<file path="src/rtl/klp32_run_ctrl.sv">
// Purpose: execution controller for the KLP32 core; free-run / single-step clock enable, PC breakpoint, probe snapshot.
// Latency: free-run cpu_ce once every CLK_DIV cycles; a debounced press gives cpu_ce on the following cycle.
// Backpressure: none; cpu_ce is a one-cycle enable with no handshake, and probe_out simply holds between loads.
module klp32_run_ctrl #(
  parameter int CLK_DIV         = 50000000,
  parameter int DEBOUNCE_CYCLES = 500000,
  parameter int RST_HOLD        = 16,
  parameter int NUM_PROBES      = 16,
  parameter int PROBE_W         = 32
) (
  input  logic                            clk,
  input  logic                            reset_in,
  input  logic                            run_mode,
  input  logic                            step_btn,
  input  logic                            bp_en,
  input  logic [PROBE_W-1:0]              bp_addr,
  input  logic [PROBE_W-1:0]              pc_in,
  input  logic [$clog2(NUM_PROBES)-1:0]   probe_sel,
  input  logic [NUM_PROBES*PROBE_W-1:0]   probe_bus,
  output logic                            cpu_ce,
  output logic                            cpu_reset,
  output logic                            halted,
  output logic [31:0]                     step_count,
  output logic [PROBE_W-1:0]              probe_out
);

  localparam int DIV_W  = $clog2(CLK_DIV);
  localparam int DB_W   = (DEBOUNCE_CYCLES > 1) ? $clog2(DEBOUNCE_CYCLES) : 1;
  localparam int HOLD_W = $clog2(RST_HOLD + 1);

  localparam logic [DIV_W-1:0]  DIV_LAST  = DIV_W'(CLK_DIV - 1);
  localparam logic [DB_W-1:0]   DB_LAST   = DB_W'(DEBOUNCE_CYCLES - 1);
  localparam logic [HOLD_W-1:0] HOLD_LAST = HOLD_W'(RST_HOLD);

  localparam logic [1:0] ST_RST_WAIT  = 2'd0;
  localparam logic [1:0] ST_RUN       = 2'd1;
  localparam logic [1:0] ST_STEP_IDLE = 2'd2;
  localparam logic [1:0] ST_HALT      = 2'd3;

  // synchroniser stages
  logic btn_meta;
  logic btn_sync;
  logic mode_meta;
  logic mode_sync;

  // debouncer
  logic            btn_db;
  logic [DB_W-1:0] db_cnt;
  logic            btn_diff;
  logic            press;

  // control
  logic [1:0]        state;
  logic [1:0]        state_nxt;
  logic [DIV_W-1:0]  div_cnt;
  logic [HOLD_W-1:0] hold_cnt;
  logic              step_pend;
  logic              ce_d;
  logic              run_pulse;
  logic              bp_hit;

  // probe snapshot
  logic [$clog2(NUM_PROBES)-1:0] sel_q;
  logic                          sel_chg;
  logic [PROBE_W-1:0]            chan_dat;

  // Two-flop synchronisers; the button idles released (1), the mode idles in step mode (0).
  always_ff @(posedge clk) begin
    if (!reset_in) begin
      btn_meta  <= 1'b1;
      btn_sync  <= 1'b1;
      mode_meta <= 1'b0;
      mode_sync <= 1'b0;
    end else begin
      btn_meta  <= step_btn;
      btn_sync  <= btn_meta;
      mode_meta <= run_mode;
      mode_sync <= mode_meta;
    end
  end

  // A new button level is accepted only after DEBOUNCE_CYCLES consecutive disagreeing samples.
  assign btn_diff = (btn_sync != btn_db);
  assign press    = btn_diff && (db_cnt == DB_LAST) && !btn_sync;

  // Debounce counter restarts on any cycle where the sample agrees with the accepted level.
  always_ff @(posedge clk) begin
    if (!reset_in) begin
      btn_db <= 1'b1;
      db_cnt <= '0;
    end else if (btn_diff) begin
      if (db_cnt == DB_LAST) begin
        btn_db <= btn_sync;
        db_cnt <= '0;
      end else begin
        db_cnt <= db_cnt + DB_W'(1);
      end
    end else begin
      db_cnt <= '0;
    end
  end

  // The breakpoint is only looked at in the cycle after a pulse, when the core has just advanced.
  assign bp_hit = ce_d && bp_en && (pc_in == bp_addr);

  // A divider pulse is dropped in the cycle the synchronised mode falls back to step.
  assign run_pulse = (state == ST_RUN) && (div_cnt == DIV_LAST) && mode_sync;

  // reset_in gates the enable directly so a pulse can never coincide with a reset cycle.
  assign cpu_ce = reset_in && (step_pend || run_pulse);

  assign halted = (state == ST_HALT);

  // Next-state selection; a breakpoint hit outranks any mode change.
  always_comb begin
    state_nxt = state;
    case (state)
      ST_RST_WAIT: begin
        if (hold_cnt == HOLD_LAST) begin
          state_nxt = mode_sync ? ST_RUN : ST_STEP_IDLE;
        end
      end
      ST_RUN: begin
        if (bp_hit) begin
          state_nxt = ST_HALT;
        end else if (!mode_sync) begin
          state_nxt = ST_STEP_IDLE;
        end
      end
      ST_STEP_IDLE: begin
        if (bp_hit) begin
          state_nxt = ST_HALT;
        end else if (mode_sync) begin
          state_nxt = ST_RUN;
        end
      end
      ST_HALT: begin
        // Leaving HALT needs the mode to drop to step first; a steady run level keeps us here.
        if (bp_hit) begin
          state_nxt = ST_HALT;
        end else if (!mode_sync) begin
          state_nxt = ST_STEP_IDLE;
        end
      end
      default: state_nxt = ST_RST_WAIT;
    endcase
  end

  // State, reset hold, divider and step request registers.
  always_ff @(posedge clk) begin
    if (!reset_in) begin
      state     <= ST_RST_WAIT;
      hold_cnt  <= '0;
      cpu_reset <= 1'b1;
      div_cnt   <= '0;
      step_pend <= 1'b0;
      ce_d      <= 1'b0;
    end else begin
      state     <= state_nxt;
      ce_d      <= cpu_ce;
      cpu_reset <= (state_nxt == ST_RST_WAIT);
      // Presses are ignored while waiting out the reset hold and while free-running.
      step_pend <= press && ((state == ST_STEP_IDLE) || (state == ST_HALT));
      if ((state == ST_RST_WAIT) && (hold_cnt != HOLD_LAST)) begin
        hold_cnt <= hold_cnt + HOLD_W'(1);
      end
      // The divider only runs while staying in RUN, so every entry starts from zero.
      if ((state == ST_RUN) && (state_nxt == ST_RUN)) begin
        div_cnt <= (div_cnt == DIV_LAST) ? '0 : div_cnt + DIV_W'(1);
      end else begin
        div_cnt <= '0;
      end
    end
  end

  // Pulse counter, free to wrap at 32 bits.
  always_ff @(posedge clk) begin
    if (!reset_in) begin
      step_count <= '0;
    end else begin
      step_count <= step_count + {31'd0, cpu_ce};
    end
  end

  // Channel mux; any select beyond the last channel falls back to channel 0.
  always_comb begin
    chan_dat = probe_bus[PROBE_W-1:0];
    for (int k = 0; k < NUM_PROBES; k++) begin
      if (int'(probe_sel) == k) begin
        chan_dat = probe_bus[k*PROBE_W +: PROBE_W];
      end
    end
  end

  // Snapshot the selected channel after each pulse and after each select change.
  always_ff @(posedge clk) begin
    if (!reset_in) begin
      sel_q     <= '0;
      sel_chg   <= 1'b0;
      probe_out <= '0;
    end else begin
      sel_q   <= probe_sel;
      sel_chg <= (probe_sel != sel_q);
      if (ce_d || sel_chg) begin
        probe_out <= chan_dat;
      end
    end
  end

endmodule

</file>
<file path="config.mk">
export PLATFORM = sky130hd
export DESIGN_NAME = klp32_run_ctrl
export DESIGN_NICKNAME = d
export VERILOG_FILES = /design/src/rtl/klp32_run_ctrl.sv
export SDC_FILE = /design/constraint.sdc
export NUM_CORES = 1
export LEC_CHECK = 0
export CELL_PAD_IN_SITES_DETAIL_PLACEMENT = 0
export CELL_PAD_IN_SITES_GLOBAL_PLACEMENT = 1
export CORE_AREA = 2 2 257 259
export DETAILED_ROUTE_END_ITERATION = 10
export DIE_AREA = 0 0 259 261
export MAX_ROUTING_LAYER = met4
export PLACE_DENSITY_LB_ADDON = 0.08
export SETUP_SLACK_MARGIN = 0.02
export SLEW_MARGIN = 0
export SYNTH_ARGS = -nofsm -noshare
export SYNTH_HDL_FRONTEND = slang
export SYNTH_SLANG_ARGS = --single-unit
</file>
<file path="constraint.sdc">
create_clock -name clk -period 3.3 [get_ports clk]
set_clock_uncertainty 0.1 [all_clocks]
set_input_delay 0.66 -clock clk [delete_from_list [all_inputs] [get_ports clk]]
set_output_delay 0.66 -clock clk [all_outputs]
set_load 0.02 [all_outputs]
</file>
==> qor.csv <==
stage,metric,value,unit
run_status,status,"complete, no violations",
hold_path,hold depth,1,
clocking,CTS Buffer Depth,2,
synth,post-synthesis xor/xnor area fraction,8.16,%
power_and_ir_drop,Pwr Density,281,nW/µm²
setup_path,critical path's top delay family,simple AND/OR/NAND/NOR gates,
finish,Layout area overhead,71.7,%
sta,setup TNS,0,ns
sta,Final min period,3.06,ns
grt,GRT Resource Usage Total,22.0,%
synth,"Seq/Total Area, Yosys",22.5,%
power_and_ir_drop,Leakage,6.98,nW
sta,RSZ-0062 raised after global routing,no,
die,Die Y,261,µm
grt,vias in the first global route,14800,
setup_path,crit-path cells,"nor4b_1, nand3_1, nor4_2, and4b_1, o21a_1, dlygate4sd2_1",
hold_path,Hold Path Sink,btn_sync,
clocking,post-cts resize count,2,
hold_path,Hold WC Path Type,reg2reg,
job,maxcap violations,0,
synth,Post-Syn Nets,2144,
finish,layout cell share with drive strength beyond 1,7.03,%
die,I/O pins,652,
synth,Post-Syn Area per Cell,7.39,µm²
setup_path,Worst EP required,2.54,ns
die,total core area,65000,µm²
sta,Final Hold Vio Count,0,
synth,share of flip-flops with an asynchronous set or reset,0,%
placed_design,routability cong.,0.875,
placed_design,HPWL after detailed placement,62.9,mm
drt,DRC Markers,0,
synth,Mapped Area,11500,µm²
clocking,CTS tree,built,
setup_path,critical path's slowest cell,dlygate4sd2_1,
grt,largest net degree at the start of global routing,58,
sta,final setup violation count,0,
drt,Via density,4.78,
clocking,Max H-tree Level,4,
grt,first-pass GRT wire length,105,mm
sta,Worst Tran Pin Value,0.938,ns
synth,multiplexer share of the synthesized area,5.47,%
drt,initial DRC count,918,
synth,"Primary FF master, synth",dfxtp_1,
setup_path,Reg2Reg Depth,12,
power_and_ir_drop,Pwr Total,5.54,mW
synth,largest family of logic cells by synthesized area,compound AO/OA/AOI/OAI gates,
synth,Synthesis Warnings,0,
synth,post-synthesis sequential element count,129,
drt,total routed wirelength,75.6,mm
synth,Post-synth EDFFs,0,
grt,GR Overflow Total,0,
die,standard-cell rows,94,
drt,Via Count,14700,
clocking,hold_buf cts,0,
synth,post-synthesis compound-gate area fraction,33.6,%
setup_path,r2r setup slk,0.33,ns
setup_path,Crit Path Category,reg2out,
setup_path,worst stage delay on the critical path,0.36,ns
clocking,Post-CTS Setup Bufs,0,
synth,library cells used by synthesis,85,
sta,Final Max Slew Viols,0,
sta,fmax,0.327,GHz
clocking,Worst-Skew Late Latency,0.44,ns
clocking,cts bufs inserted,17,
clocking,clk sinks,129,
drt,Routed wire per std cell,24.6,µm
setup_path,reg2reg end,step_count[22],
drt,Routed Antenna Nets,0,
finish,Final #Nets,2754,
placed_design,port bufs,651,
clocking,clock transition at the registers of the reported paths,0.07,ns
sta,Hold WS,0.317,ns
setup_path,CP startpoint kind,flip-flop,
grt,initial antenna violation count,38,
die,DIE AREA,67600,µm²
power_and_ir_drop,VDD IR max,0.336,mV
synth,post-synthesis adder-cell area fraction,0.654,%
drt,1st-pass router iterations,7,
die,DIE WIDTH,259,µm
setup_path,Critical Path AT,2.30,ns
synth,Simple-Gate Fraction of Synth Area,22.8,%
sta,Relative slew margins,37.2,%
setup_path,Setup crit end kind,output pin,
sta,crit share post-route,92.8,%
clocking,CTS root buffer,clkbuf_16,
synth,Mapped Cells,1553,
hold_path,Hold Path Origin,btn_meta,
setup_path,FF-to-FF Start,div_cnt[18],
setup_path,Buf/Inv on CP,1,
setup_path,CP Max Fanout,3,
die,starting density of the core,17.6,%
==> registers in the layout, indices dropped and copies added, names as in the netlist <==
signal      flops
btn_db          1
btn_meta        1
btn_sync        1
ce_d            1
cpu_reset       1
db_cnt         19
div_cnt        26
hold_cnt        5
mode_meta       1
mode_sync       1
probe_out      32
sel_chg         1
sel_q           4
state           2
step_count     32
step_pend       1
==> through the flow <==
step / instance area (µm²) / setup WS (ns) / std cells / util [%]
after floorplan: 11500 / 0.101 / 1553 / -
after global placement: 19000 / 0.160 / 3008 / 29.3
after detailed placement: 19000 / 0.163 / 3008 / 29.3
after CTS: 19600 / 0.152 / 3040 / 30.2
after global routing: 19700 / 0.0652 / 3076 / 30.3
final: 19700 / 0.239 / 3077 / 30.3
==> synthesized netlist by cell type, drive strengths merged (21+ instances only) <==
cell type | number | area [µm²]
a21o | 21 | 158
a21oi | 104 | 524
a221oi | 24 | 229
a22oi | 44 | 330
and2 | 56 | 350
buf | 77 | 464
clkbuf | 52 | 195
dfxtp | 129 | 2580
inv | 31 | 116
mux2i | 47 | 470
nand2 | 150 | 566
nand3 | 37 | 190
nand4 | 27 | 169
nor2 | 98 | 373
nor2b | 27 | 169
nor3 | 35 | 185
o211ai | 21 | 163
o21ai | 172 | 861
o221ai | 30 | 269
o22ai | 34 | 213
xnor2 | 69 | 604
xor2 | 38 | 333
==> placed cells by master, fill, tap and decap left out, types with 27 or more instances in the layout <==
cell,synthesis,routed
a22oi_1,44,44
nor3_1,33,33
o22ai_1,34,34
o221ai_1,29,29
and2_1,56,56
a21oi_1,103,103
xnor2_1,69,69
inv_1,28,28
nand4_1,27,27
nand2_1,149,149
buf_4,15,64
diode_2,0,37
nand3_1,36,36
dfxtp_1,129,129
clkdlybuf4s50_1,0,645
nor2_1,96,95
mux2i_1,47,47
o21ai_0,163,163
xor2_1,38,38
==> cell families after synthesis <==
logic type                 after synthesis
DFF                                    129
adders and majority gates                6
and+or+nand+nor                        513
muxes                                   61
AOI/OAI and AO/OA                      576
xor gates and xnor gates               107
buffers and inverters                  161
==> worst max path at each step <==
stage	cells past startpoint	start	end
global placement	12	div_cnt[18]	step_count[26]
finish	6	div_cnt[18]	cpu_ce
CTS	6	div_cnt[10]	cpu_ce
floorplan	11	reset_in	step_count[25]
detailed placement	12	div_cnt[10]	step_count[28]
global route	6	div_cnt[10]	cpu_ce
==> area by class of cell <==
| cell class | instances | area (µm²) |
|---|---|---|
| Fill cell | 7024 | 45300 |
| Multi-Input combinational cell | 1263 | 8150 |
| Timing Repair Buffer | 720 | 7110 |
| Sequential cell | 129 | 2580 |
| Tap cell | 864 | 1080 |
| Clock buffer | 19 | 453 |
| Clock inverter | 13 | 124 |
| Inverter | 32 | 120 |
| Antenna cell | 37 | 92.6 |
==> per-layer routing <==
layer	up-vias	part of all wire, %	GRT usage [%]
met4	0	1.5	6.41
met5	-	0	-
met2	517	48	35.4
li1	7056	-	-
met3	48	6.4	5.26
met1	7089	44	27.2
==> power by group <==
part           internal [mW]  switching [mW]  leakage [nW]
Clock                   1.09           0.797         0.278
Combinational           1.08           0.929          5.65
Sequential              1.61          0.0332          1.05
Total                   3.78            1.76          6.98
Power figures use the tool's default switching activity.
